`src/rtl/dmem_arb_pkg.sv`:
```
// Shared types and helpers for the data-memory arbiter.
package dmem_arb_pkg;

  typedef enum logic [1:0] {
    ARB_IDLE,
    ARB_OWN0,
    ARB_OWN1
  } arb_state_e;

  localparam int PORT_CORE = 0;
  localparam int PORT_DMA  = 1;

  // Counter width able to hold 0..max_lock without wrapping.
  function automatic int lock_cnt_w(input int max_lock);
    return (max_lock < 1) ? 1 : $clog2(max_lock + 1);
  endfunction

endpackage

```
`src/rtl/dmem_arb_pick.sv`:
```
// Two-way combinational picker: a lone requester always wins; on contention,
// the port that is not named by ptr (the last winner) wins.
module dmem_arb_pick (
  input  logic [1:0] req,
  input  logic       ptr,
  output logic [1:0] gnt
);

  always_comb begin
    gnt = req;
    if (req == 2'b11) begin
      gnt = ptr ? 2'b01 : 2'b10;
    end
  end

endmodule

```
`src/rtl/dmem_arbiter.sv`:
```
// Two-port arbiter for the single-port data memory with locked RMW sequences.
// Define DMEM_ARB_RR_EN for round-robin contention; otherwise port 0 has fixed priority.
module dmem_arbiter
  import dmem_arb_pkg::*;
#(
  parameter int ADDR_W   = 32,
  parameter int DATA_W   = 32,
  parameter int MAX_LOCK = 4
) (
  input  logic              clk,
  input  logic              rst,
  input  logic              p0_req,
  input  logic              p0_we,
  input  logic [ADDR_W-1:0] p0_addr,
  input  logic [DATA_W-1:0] p0_wd,
  input  logic              p0_lock,
  output logic              p0_gnt,
  output logic              p0_rvalid,
  output logic [DATA_W-1:0] p0_rdata,
  input  logic              p1_req,
  input  logic              p1_we,
  input  logic [ADDR_W-1:0] p1_addr,
  input  logic [DATA_W-1:0] p1_wd,
  input  logic              p1_lock,
  output logic              p1_gnt,
  output logic              p1_rvalid,
  output logic [DATA_W-1:0] p1_rdata,
  output logic              mem_we,
  output logic [ADDR_W-1:0] mem_a,
  output logic [DATA_W-1:0] mem_wd,
  input  logic [DATA_W-1:0] mem_rd
);

  localparam int LCW = lock_cnt_w(MAX_LOCK);

  arb_state_e        state_q, state_d;
  logic [LCW-1:0]    lock_cnt_q, lock_cnt_d, lock_cnt_inc;
  logic              p0_rvalid_q, p0_rvalid_d, p1_rvalid_q, p1_rvalid_d;
  logic [DATA_W-1:0] p0_rdata_q, p0_rdata_d, p1_rdata_q, p1_rdata_d;
  logic [1:0]        req, pick_gnt, gnt;
  logic              pick_ptr, acc_lock;

`ifdef DMEM_ARB_RR_EN
  logic ptr_q, ptr_d;
  assign pick_ptr = ptr_q;
`else
  assign pick_ptr = 1'b1;
`endif

  assign req = {p1_req, p0_req};

  dmem_arb_pick u_pick (
    .req (req),
    .ptr (pick_ptr),
    .gnt (pick_gnt)
  );

  // Grants are suppressed while in reset so nothing reaches memory.
  always_comb begin
    gnt = 2'b00;
    if (rst) begin
      case (state_q)
        ARB_IDLE: gnt = pick_gnt;
        ARB_OWN0: gnt[PORT_CORE] = p0_req;
        ARB_OWN1: gnt[PORT_DMA]  = p1_req;
        default:  gnt = 2'b00;
      endcase
    end
  end

  assign p0_gnt = gnt[PORT_CORE];
  assign p1_gnt = gnt[PORT_DMA];

  always_comb begin
    mem_we = 1'b0;
    mem_a  = '0;
    mem_wd = '0;
    if (gnt[PORT_CORE]) begin
      mem_we = p0_we;
      mem_a  = p0_addr;
      mem_wd = p0_wd;
    end else if (gnt[PORT_DMA]) begin
      mem_we = p1_we;
      mem_a  = p1_addr;
      mem_wd = p1_wd;
    end
  end

  assign acc_lock     = (gnt[PORT_CORE] & p0_lock) | (gnt[PORT_DMA] & p1_lock);
  assign lock_cnt_inc = lock_cnt_q + LCW'(1);

  always_comb begin
    state_d    = state_q;
    lock_cnt_d = lock_cnt_q;
`ifdef DMEM_ARB_RR_EN
    ptr_d      = ptr_q;
`endif
    case (state_q)
      ARB_IDLE: begin
        if (|gnt) begin
`ifdef DMEM_ARB_RR_EN
          ptr_d = gnt[PORT_DMA];
`endif
          // The entry beat already counts; MAX_LOCK of 1 never holds ownership.
          if (acc_lock && (MAX_LOCK > 1)) begin
            state_d    = gnt[PORT_DMA] ? ARB_OWN1 : ARB_OWN0;
            lock_cnt_d = LCW'(1);
          end
        end
      end
      ARB_OWN0, ARB_OWN1: begin
        if (!(|gnt) || !acc_lock || (lock_cnt_inc >= LCW'(MAX_LOCK))) begin
          state_d    = ARB_IDLE;
          lock_cnt_d = '0;
        end else begin
          lock_cnt_d = lock_cnt_inc;
        end
      end
      default: begin
        state_d    = ARB_IDLE;
        lock_cnt_d = '0;
      end
    endcase
  end

  always_comb begin
    p0_rvalid_d = gnt[PORT_CORE] & ~p0_we;
    p1_rvalid_d = gnt[PORT_DMA] & ~p1_we;
    p0_rdata_d  = p0_rvalid_d ? mem_rd : p0_rdata_q;
    p1_rdata_d  = p1_rvalid_d ? mem_rd : p1_rdata_q;
  end

  always_ff @(posedge clk) begin
    if (!rst) begin
      state_q     <= ARB_IDLE;
      lock_cnt_q  <= '0;
      p0_rvalid_q <= 1'b0;
      p1_rvalid_q <= 1'b0;
      p0_rdata_q  <= '0;
      p1_rdata_q  <= '0;
`ifdef DMEM_ARB_RR_EN
      ptr_q       <= 1'b1;
`endif
    end else begin
      state_q     <= state_d;
      lock_cnt_q  <= lock_cnt_d;
      p0_rvalid_q <= p0_rvalid_d;
      p1_rvalid_q <= p1_rvalid_d;
      p0_rdata_q  <= p0_rdata_d;
      p1_rdata_q  <= p1_rdata_d;
`ifdef DMEM_ARB_RR_EN
      ptr_q       <= ptr_d;
`endif
    end
  end

  assign p0_rvalid = p0_rvalid_q;
  assign p1_rvalid = p1_rvalid_q;
  assign p0_rdata  = p0_rdata_q;
  assign p1_rdata  = p1_rdata_q;

endmodule

```
`config.mk`:
```
export PLATFORM = sky130hd
export DESIGN_NAME = dmem_arbiter
export DESIGN_NICKNAME = d
export VERILOG_FILES = /design/src/rtl/dmem_arb_pkg.sv /design/src/rtl/dmem_arb_pick.sv /design/src/rtl/dmem_arbiter.sv
export SDC_FILE = /design/constraint.sdc
export NUM_CORES = 1
export LEC_CHECK = 0
export ABC_CLOCK_PERIOD_IN_PS = 2400
export BUFFER_PORTS_ARGS = -buffer_cell sky130_fd_sc_hd__clkbuf_2
export CAP_MARGIN = 20
export CORE_AREA = 2 2 116 118
export CTS_CLUSTER_DIAMETER = 100
export DETAILED_ROUTE_END_ITERATION = 6
export DIE_AREA = 0 0 118 120
export SETUP_SLACK_MARGIN = 0.4
export SYNTH_ARGS = -nofsm -noshare
export SYNTH_HDL_FRONTEND = slang
export SYNTH_SLANG_ARGS = --single-unit
```
`constraint.sdc`:
```
create_clock -name clk -period 2.4 [get_ports clk]
set_input_delay 0.12 -clock clk [delete_from_list [all_inputs] [get_ports clk]]
set_output_delay 0.12 -clock clk [all_outputs]
set_load 0.02 [all_outputs]
```
* Word-level counts from Yosys, hierarchy flattened *
Index checks and enable logic that the tools add are counted.

word-level totals
  bits in registers = 71
  bits of input ports = 168
  output and inout bits = 133
  word-level logic and storage cells = 49

cells by class
  add/sub/neg operators = 1
  order comparisons = 1
  equal/unequal tests = 6
  muxes and demuxes = 19
  bitwise gates (word level) = 7
  reductions and logical operators = 9

operators by type and width
  kind                   number
  $mux W32               4
  $mux W2                6
  $mux W3                3
  $ne A2 B2 Y1 const B   3
  $pmux W3 S2            1
  $and A1 B1 Y1          4
  $eq A2 B2 Y1 const B   2
  $pmux W1 S2            2
  $pmux W2 S2            1
  $reduce_or A2 Y1       2
  $add A3 B1 Y3 const B  1
  $ge A3 B3 Y1 const B   1
  $reduce_and A3 Y1      1
  $eq A2 B1 Y1 const B   1
  $logic_not A1 Y1       2
  $logic_not A2 Y1       1
  $logic_or A1 B1 Y1     2
  $mux W1                2
  $not A1 Y1             2
  $reduce_and A2 Y1      1
  $or A1 B1 Y1           1

* Logic depth before layout (Yosys ltp) *
Gate-level depths: netlist of the first run.

  depth in word-level cells = 11
  depth in mapped cells = 11
  mapped depth without buffers = 9

* Modules after synthesis *
From an unflattened synthesis of the first run, not the netlist that was laid out.

second synthesis, totals
  cells, all modules = 543
  area total of the unflattened synthesis = 3542.1 um^2

by module, submodules not included
  module         instances  cells an instance  area each (um^2)  sequential area each (um^2)
  dmem_arbiter   1          540                3523.4            1421.4
  dmem_arb_pick  1          3                  18.8              0.0

* Worst setup path after synthesis of the first run *
No wires, ideal clock.

  kind = reg-to-output
  start = register state_q[0]
  end = output mem_a[0]
  arrival = 1.957 ns
  data required time = 2.280 ns
  setup slack = 0.323 ns
  cell stages (with the launch flop) = 10
  path buffers = 3
  path through = dfxtp_1 inv_1 ha_1 a21oi_1 or2_1 buf_6 buf_2 buf_2 nand2_1 o21ai_0

between the ends
  longest elaborated chain between the ends = 5
  elaborated cells on any way between the ends = 8
  those cells by class = eq/ne: 2; mux: 5; reduce/logical: 1

ends and longest elaborated chain
  element                                           line                 source
  start: declaration                                dmem_arbiter.sv:36   arb_state_e state_q, state_d;
  start signal: assignment                          dmem_arbiter.sv:145  state_q <= state_d;
  $eq A2 B2 Y1 or $logic_not A2 Y1 (tied branches)  dmem_arbiter.sv:62   case (state_q)
  $pmux W1 S2                                       dmem_arbiter.sv:62
  $mux W2 (*)                                       dmem_arbiter.sv:61   if (rst) begin
  $mux W32                                          dmem_arbiter.sv:82   end else if (gnt[PORT_DMA]) begin
  $mux W32 (*)                                      dmem_arbiter.sv:78   if (gnt[PORT_CORE]) begin
  end: declaration                                  dmem_arbiter.sv:29   output logic [ADDR_W-1:0] mem_a,

Mark *: on every way between the ends. The rest lies on a longest branch, timed or not.

* Worst setup path in the final report of the first run *
  start = register state_q[0]
  end = output mem_wd[9]

between the ends
  longest elaborated chain between the ends = 5
  elaborated cells on any way between the ends = 8
  those cells by class = eq/ne: 2; mux: 5; reduce/logical: 1

ends and longest elaborated chain
  element                                           line                source
  $eq A2 B2 Y1 or $logic_not A2 Y1 (tied branches)  dmem_arbiter.sv:62
  $pmux W1 S2                                       dmem_arbiter.sv:62
  $mux W2 (*)                                       dmem_arbiter.sv:61
  $mux W32                                          dmem_arbiter.sv:82
  $mux W32 (*)                                      dmem_arbiter.sv:78
  end: declaration                                  dmem_arbiter.sv:30  output logic [DATA_W-1:0] mem_wd,

Marks and branches as above.

==> results of run 1 <==
-- worst paths after layout --
kind / start / end
worst max-delay path: state_q[0]$_SDFFE_PN0P_ / mem_wd[9]
worst min-delay path: mem_rd[31] / p0_rdata[31]$_SDFFE_PN0P_
worst max register to register: state_q[0]$_SDFFE_PN0P_ / state_q[1]$_SDFFE_PN0P_
worst min register to register: p1_rdata[25]$_SDFFE_PN0P_ / p1_rdata[25]$_SDFFE_PN0P_
-- cell type report --
| class | instances | area (µm²) | share of cell area (%) |
|---|---|---|---|
| Multi-Input combinational cell | 422 | 2340 | 33.3 |
| Clock inverter | 4 | 45.0 | 0.640 |
| Inverter | 8 | 50.0 | 0.711 |
| Sequential cell | 71 | 1430 | 20.3 |
| Timing Repair Buffer | 345 | 2710 | 38.5 |
| Clock buffer | 12 | 246 | 3.50 |
| Tap cell | 176 | 220 | 3.13 |
-- registers in the layout (all words and copies together) (netlist names) --
signal      count
lock_cnt_q      3
p0_rdata       32
p0_rvalid       1
p1_rdata       32
p1_rvalid       1
state_q         2
-- routing by layer --
metal  global-route usage (%)  vias up  part of all wire (%)
met5                        0        -                     0
met4                     6.10        0                   1.7
met3                     5.09       30                   7.4
met2                     34.0      237                    48
met1                     27.9     2185                    43
li1                         -     2399                     -
-- placed cells by master, fill, tap and decap left out, drive strengths merged --
master / synthesis / final
a32oi: 1 / 1
and3b: 1 / 1
nor2: 4 / 4
a21oi: 1 / 1
dlygate4sd3: 0 / 5
or2: 1 / 1
ha: 6 / 6
o31ai: 1 / 1
o32ai: 1 / 1
nor2b: 1 / 1
buf: 28 / 72
dfxtp: 71 / 71
o211ai: 3 / 3
inv: 8 / 8
clkinv: 0 / 3
nand2: 263 / 263
xnor2: 1 / 1
o41ai: 1 / 1
and3: 1 / 1
nand2b: 1 / 1
bufinv: 0 / 1
mux2i: 1 / 1
nand3: 4 / 4
a21boi: 32 / 32
a22oi: 1 / 1
clkbuf: 16 / 280
o311ai: 1 / 1
o21ai: 96 / 96
-- cells by family after synthesis --
| kind of cell | count (synthesis) | synth area share (%) |
|---|---|---|
| AND/OR/NAND/NOR | 276 | 29.1 |
| AO/OA/AOI/OAI | 138 | 22.6 |
| flip-flops | 71 | 38.9 |
| buffers and inverters | 52 | 6.88 |
| adder cells (fa/ha/maj) | 6 | 2.05 |
| XOR/XNOR | 1 | 0.240 |
| multiplexers | 1 | 0.274 |
-- repair_timing --
action,in CTS,in global routing
setup buffers,14,2
hold buffers,5,0
endpoints found under the setup margin,100,100
pin swaps,21,40
cloned,7,7
gates resized for setup,147,126
hold endpoints to repair,5,0
-- stage by stage --
stage               util, %  power (W)  instances
floorplan                 -    0.00260        545
detailed placement     40.9    0.00328        987
global route           54.2    0.00592       1038
global placement       40.9    0.00328        987
finish                 54.2    0.00564       1038
CTS                    50.4    0.00528       1029
-- worst min-delay path, delay by kind of cell --
family	cells	cell delay (ps)
compound gates	1	50
buf+inv	1	90
simple gates	1	40
-- power by group --
part           internal [W]  switching [W]  total (W)
clock              0.000827       0.000470    0.00130
sequential          0.00130      0.0000627    0.00136
combinational       0.00136        0.00162    0.00298
==> impl_metrics.env, run 1 <==
export IMPL_outcome="finished, final reports clean"
export IMPL_finalSetupViolCount=0
export IMPL_synth_fp_nets=719
export IMPL_globalRoute_totalOverflow=0
export IMPL_antenna_found_initial=0
export IMPL_clkSinkCount=71
export IMPL_ys_async_sr_fraction_pct=0
export IMPL_per_cell_via_count_in_the_routed_design=4.67
export IMPL_bufs_and_invs_on_worst_path=5
export IMPL_area_leader_netlist="dfxtp_1"
export IMPL_root_buffer="clkbuf_16"
export IMPL_fin_area_um2=7040
export IMPL_worst_endpoint_required_ps=2280
export IMPL_post_synth_top_count_cell="nand2_1"
export IMPL_p_leak_nw=3.41
export IMPL_antenna_cells=0
export IMPL_whs_path_depth=3
export IMPL_ys_seq_area_share_pct=38.9
export IMPL_syn_area_per_cell_um2=6.71
export IMPL_fmax_mhz=478
export IMPL_area_delta_synth_final_pct=92.5
export IMPL_maxCapViolations=0
export IMPL_first_pass_iters=6
export IMPL_cell_area_power_density_nw_per_um2=801
export IMPL_fin_tns_setup_ps=0
export IMPL_worstPathArrival_ps=1970
export IMPL_placement_rows=42
export IMPL_final_hold_violation_count=0
export IMPL_synth_main_ff_cell="dfxtp_1"
export IMPL_synthDistinctLibCells=33
export IMPL_num_nets_final=1031
export IMPL_top_level_ports=301
export IMPL_clkLatencyLatePin_ps=330
export IMPL_synth_cell_area_um2=3660
export IMPL_yosys_warnings=0
export IMPL_pin_count_of_the_biggest_net_entering_global_routing=65
export IMPL_dieHeight_um=120
export IMPL_port_buffer_count=300
export IMPL_timing_hold_worst_class="in2reg"
export IMPL_floorplan_die_area_um2=14200
export IMPL_rsz0062_at_grt="yes"
export IMPL_minimum_setup_slack_in_the_final_design_ps=309
export IMPL_synth_edff_count=0
export IMPL_critPathKind="reg2out"
export IMPL_detailroute_via_count=4851
export IMPL_cp_endpoint_kind="output port"
export IMPL_dpl_worst_slack_ps=346
export IMPL_post_route_min_period_ps=2090
export IMPL_finalMaxSlewViolations=0
export IMPL_holdWs_ps=10.4
export IMPL_routedWlPerCell_um=16.3
export IMPL_ys_top_cells_by_area="dfxtp_1 (39%), nand2_1 (27%), o21ai_0 (11%), a21boi_1 (6.2%), buf_2 (2.9%)"
export IMPL_number_of_filler_instances_in_the_final_layout=1250
export IMPL_synth_cells=545
export IMPL_worstPathCellList="inv_4 > ha_4 > and3b_2 > o211ai_4 > buf_6 > buf_12 > clkbuf_16 > o21ai_1 > buf_2"
export IMPL_worst_slew_pin_slew_ps=592
export IMPL_fp_coreArea_um2=13000
export IMPL_numCtsBuffers=9
export IMPL_startpoint_type="flip-flop"
export IMPL_clock_tree_from_tritoncts="yes"
export IMPL_final_min_period_over_clock_period_pct=87.1
export IMPL_synth_seq_cells=71
export IMPL_routabilityCongestion=0.811
export IMPL_grt_pass1_vias=4429
export IMPL_grt_pass1_wl_um=23700
export IMPL_r2r_worst_path_cells=11
export IMPL_reg2reg_setup_slack_ps=320
export IMPL_drc_errors=0
export IMPL_ir_worst_vdd_uv=437
export IMPL_critical_path_slowest_cell="dfxtp_4"
export IMPL_dp_final_hpwl_um=10400
export IMPL_netlist_top_cells_count="nand2_1 (262), o21ai_0 (82), dfxtp_1 (71), a21boi_1 (30), buf_2 (21)"
export IMPL_floorplan_initialDensity_pct=28.2
export IMPL_netlist_area_leader_share_pct=38.9
export IMPL_path_depth=9
export IMPL_routed_wl_um=17000
export IMPL_path_max_fanout=8
export IMPL_fin_clk_skew_ps=2.83
export IMPL_max_slew_margin_rel_pct=60.5
export IMPL_starting_drt_drc_count=303
export IMPL_worst_setup_hold_path_clk_slew_ps=60
export IMPL_die_width_um=118
export IMPL_dpl_cell_area_um2=5310
export IMPL_timing_critical_path_slowest_cell_delay_ps=360
export IMPL_layout_cells_sized_above_1_pct=50.2
export IMPL_clk_path_buf_depth=2
export IMPL_htree_num_levels=3
export IMPL_gr_usage_all_layers_pct=21.0
export IMPL_timing_critical_path_max_delay_family="buffers and inverters"
export IMPL_detail_route_antenna_nets=0
Power figures use the tool's default switching activity.
==> run 2, diff against run 1 <==
- ABC_CLOCK_PERIOD_IN_PS: 2400 -> 1800
- CORE_AREA: 2 2 116 118 -> 2 2 115 117
- DIE_AREA: 0 0 118 120 -> 0 0 117 119
- PLACE_DENSITY: not set -> 0.65
- RECOVER_POWER: not set -> 50
- clock period: 2.4 -> 1.8 ns (I/O delays scaled with it)
==> run 2 against run 1 <==
Effect of this change:
- the flow now finishes with violations (setup timing)
- global-route usage is 4.1 points higher
- wire length increased by 8.9%
- first-iteration DRC count decreased by 5.9%
- die area decreased by 1.7%
- largest cell class unchanged
- largest power group unchanged
- highest routed layer is now met5
==> impl_metrics.env, run 2 (synthesis results as in run 1) <==
export IMPL_outcome="finished with violations"
export IMPL_failed_checks="setup timing"
export IMPL_num_nets_final=1081
export IMPL_fmax_mhz=481
export IMPL_cell_area_power_density_nw_per_um2=994
export IMPL_worst_endpoint_required_ps=1710
export IMPL_routabilityCongestion=0.885
export IMPL_placement_rows=42
export IMPL_fp_coreArea_um2=12900
export IMPL_post_layout_cell_count=1088
export IMPL_clkLatencyLatePin_ps=330
export IMPL_most_common_library_cell_in_the_layout_ignoring_fill_and_taps="clkbuf_2"
export IMPL_worst_setup_hold_path_clk_slew_ps=60
export IMPL_gr_usage_all_layers_pct=25.2
export IMPL_clkSinkCount=71
export IMPL_drc_errors=0
export IMPL_dp_cells=1002
export IMPL_cp_endpoint_kind="output port"
export IMPL_top_level_ports=301
export IMPL_pin_count_of_the_biggest_net_entering_global_routing=65
export IMPL_max_slew_margin_rel_pct=58.6
export IMPL_routed_wl_um=18500
export IMPL_bufs_and_invs_on_worst_path=4
export IMPL_die_width_um=117
export IMPL_dieHeight_um=119
export IMPL_area_delta_synth_final_pct=113
export IMPL_critical_path_startpoint="state_q[0]$_SDFFE_PN0P_"
export IMPL_first_pass_iters=4
export IMPL_rsz0062_at_grt="yes"
export IMPL_clk_path_buf_depth=2
export IMPL_worst_slew_pin_slew_ps=621
export IMPL_path_depth=9
export IMPL_grt_pass1_vias=4847
export IMPL_maxCapViolations=0
export IMPL_fin_clk_skew_ps=4.12
export IMPL_reg2reg_setup_slack_ps=-260
export IMPL_path_max_fanout=8
export IMPL_fin_area_um2=7780
export IMPL_timing_critical_path_max_delay_family="buffers and inverters"
export IMPL_detail_route_antenna_nets=0
export IMPL_clock_tree_from_tritoncts="yes"
export IMPL_timing_hold_worst_class="in2reg"
export IMPL_floorplan_initialDensity_pct=28.4
export IMPL_globalRoute_totalOverflow=0
export IMPL_critPathKind="reg2out"
export IMPL_final_min_period_over_clock_period_pct=115
export IMPL_startpoint_type="flip-flop"
export IMPL_per_cell_via_count_in_the_routed_design=4.68
export IMPL_post_route_min_period_ps=2080
export IMPL_regToRegEndpoint="state_q[0]$_SDFFE_PN0P_"
export IMPL_detailroute_via_count=5091
export IMPL_worstPathArrival_ps=1990
export IMPL_rr_startpoint="state_q[1]$_SDFFE_PN0P_"
export IMPL_minimum_setup_slack_in_the_final_design_ps=-278
export IMPL_floorplan_die_area_um2=13900
export IMPL_setup_worst_path_end="mem_a[8]"
export IMPL_routedWlPerCell_um=17.0
export IMPL_root_buffer="clkbuf_16"
export IMPL_holdWs_ps=14.0
export IMPL_ir_worst_vdd_uv=568
export IMPL_dpl_worst_slack_ps=-63.0
export IMPL_r2r_worst_path_cells=10
export IMPL_port_buffer_count=300
export IMPL_dpl_cell_area_um2=5740
export IMPL_grt_pass1_wl_um=26500
export IMPL_final_cell_mix="clkbuf_2 (202), nand2_1 (194), dfxtp_1 (69), o21ai_1 (44)"
export IMPL_p_leak_nw=3.63
export IMPL_htree_num_levels=3
export IMPL_worstPathCellList="inv_4 > ha_4 > a21oi_4 > or2_4 > buf_12 > clkbuf_16 > nand2_2 > o21ai_2 > clkbuf_8"
export IMPL_starting_drt_drc_count=285
export IMPL_finalMaxSlewViolations=0
export IMPL_layout_cells_sized_above_1_pct=52.7
export IMPL_final_hold_violation_count=0
export IMPL_critical_path_slowest_cell="dfxtp_4"
export IMPL_finalSetupViolCount=138
export IMPL_antenna_found_initial=2
export IMPL_numCtsBuffers=9
export IMPL_timing_critical_path_slowest_cell_delay_ps=360
export IMPL_dp_final_hpwl_um=11500
run 2: cell count changes in the layout (fill, tap and decap cells not counted), sizes merged:
| cell | delta |
|---|---|
| buf | +31 |
| bufbuf | +4 |
| bufinv | -1 |
| clkbuf | -16 |
| clkinv | +2 |
| diode | +1 |
| dlygate4sd3 | +24 |
| inv | +5 |
run 2: final cells by class:
cell class | count | area (µm²)
fill | 1114 | 5100
timing repair inverter | 4 | 63.8
timing repair buffer | 391 | 3120
sequential | 71 | 1430
tap | 176 | 220
clock buffer | 9 | 225
clock inverter | 6 | 37.5
multi-input combinational | 422 | 2620
inverter | 8 | 63.8
antenna | 1 | 2.50
run 2: stage by stage:
stage | power, W | util (%) | TNS [ps]
floorplan | 0.00383 | - | 0
global placement | 0.00482 | 44.6 | -100
detailed placement | 0.00484 | 44.6 | -1800
CTS | 0.00741 | 57.9 | -18250
global route | 0.00813 | 60.4 | -32610
finish | 0.00773 | 60.4 | -23110
run 2: repair_timing:
action                                 4_1_cts  5_1_grt
hold buffers                                29        0
gates cloned                                18        2
setup endpoints to repair                  138      138
pin swaps                                   54       31
endpoints found under the hold margin       45        0
buffers inserted                            15        6
gates resized for setup                    177      121
run 2: worst min path at each step:
stage	from	to	slack [ps]	depth (start not counted)
final	mem_rd[11]	p0_rdata[11]$_SDFFE_PN0P_	10	3
after global routing	mem_rd[13]	p1_rdata[13]$_SDFFE_PN0P_	8	3
after CTS	mem_rd[13]	p0_rdata[13]$_SDFFE_PN0P_	0.3	3
after detailed placement	mem_rd[5]	p0_rdata[5]$_SDFFE_PN0P_	310	3
after global placement	mem_rd[2]	p0_rdata[2]$_SDFFE_PN0P_	310	3
after floorplan	mem_rd[0]	p0_rdata[0]$_SDFFE_PN0P_	200	2
run 2: metal layers:
metal | track usage (%) | wire length [µm] | share of wire, % | vias to the layer above
li1 | - | - | - | 2504
met1 | 28.7 | 7140 | 39 | 2336
met2 | 44.0 | 9450 | 51 | 215
met3 | 8.30 | 1470 | 7.9 | 34
met4 | 7.57 | 414 | 2.2 | 2
met5 | 0 | 13 | 0.070 | -
run 2: power breakdown:
group          internal [W]  switching [W]  total (W)
combinational       0.00204        0.00227    0.00432
clock              0.000921       0.000672    0.00159
sequential          0.00173      0.0000922    0.00182
total               0.00469        0.00304    0.00773
run 2: worst reg2reg max path: stages (launching register included):
cell and delay (ps):
dfxtp_2 330, inv_4 80, ha_2 210, a21oi_4 40
or2_4 310, buf_4 170, buf_16 130, buf_4 130
o32ai_4 310, buf_4 180, o41ai_1 60
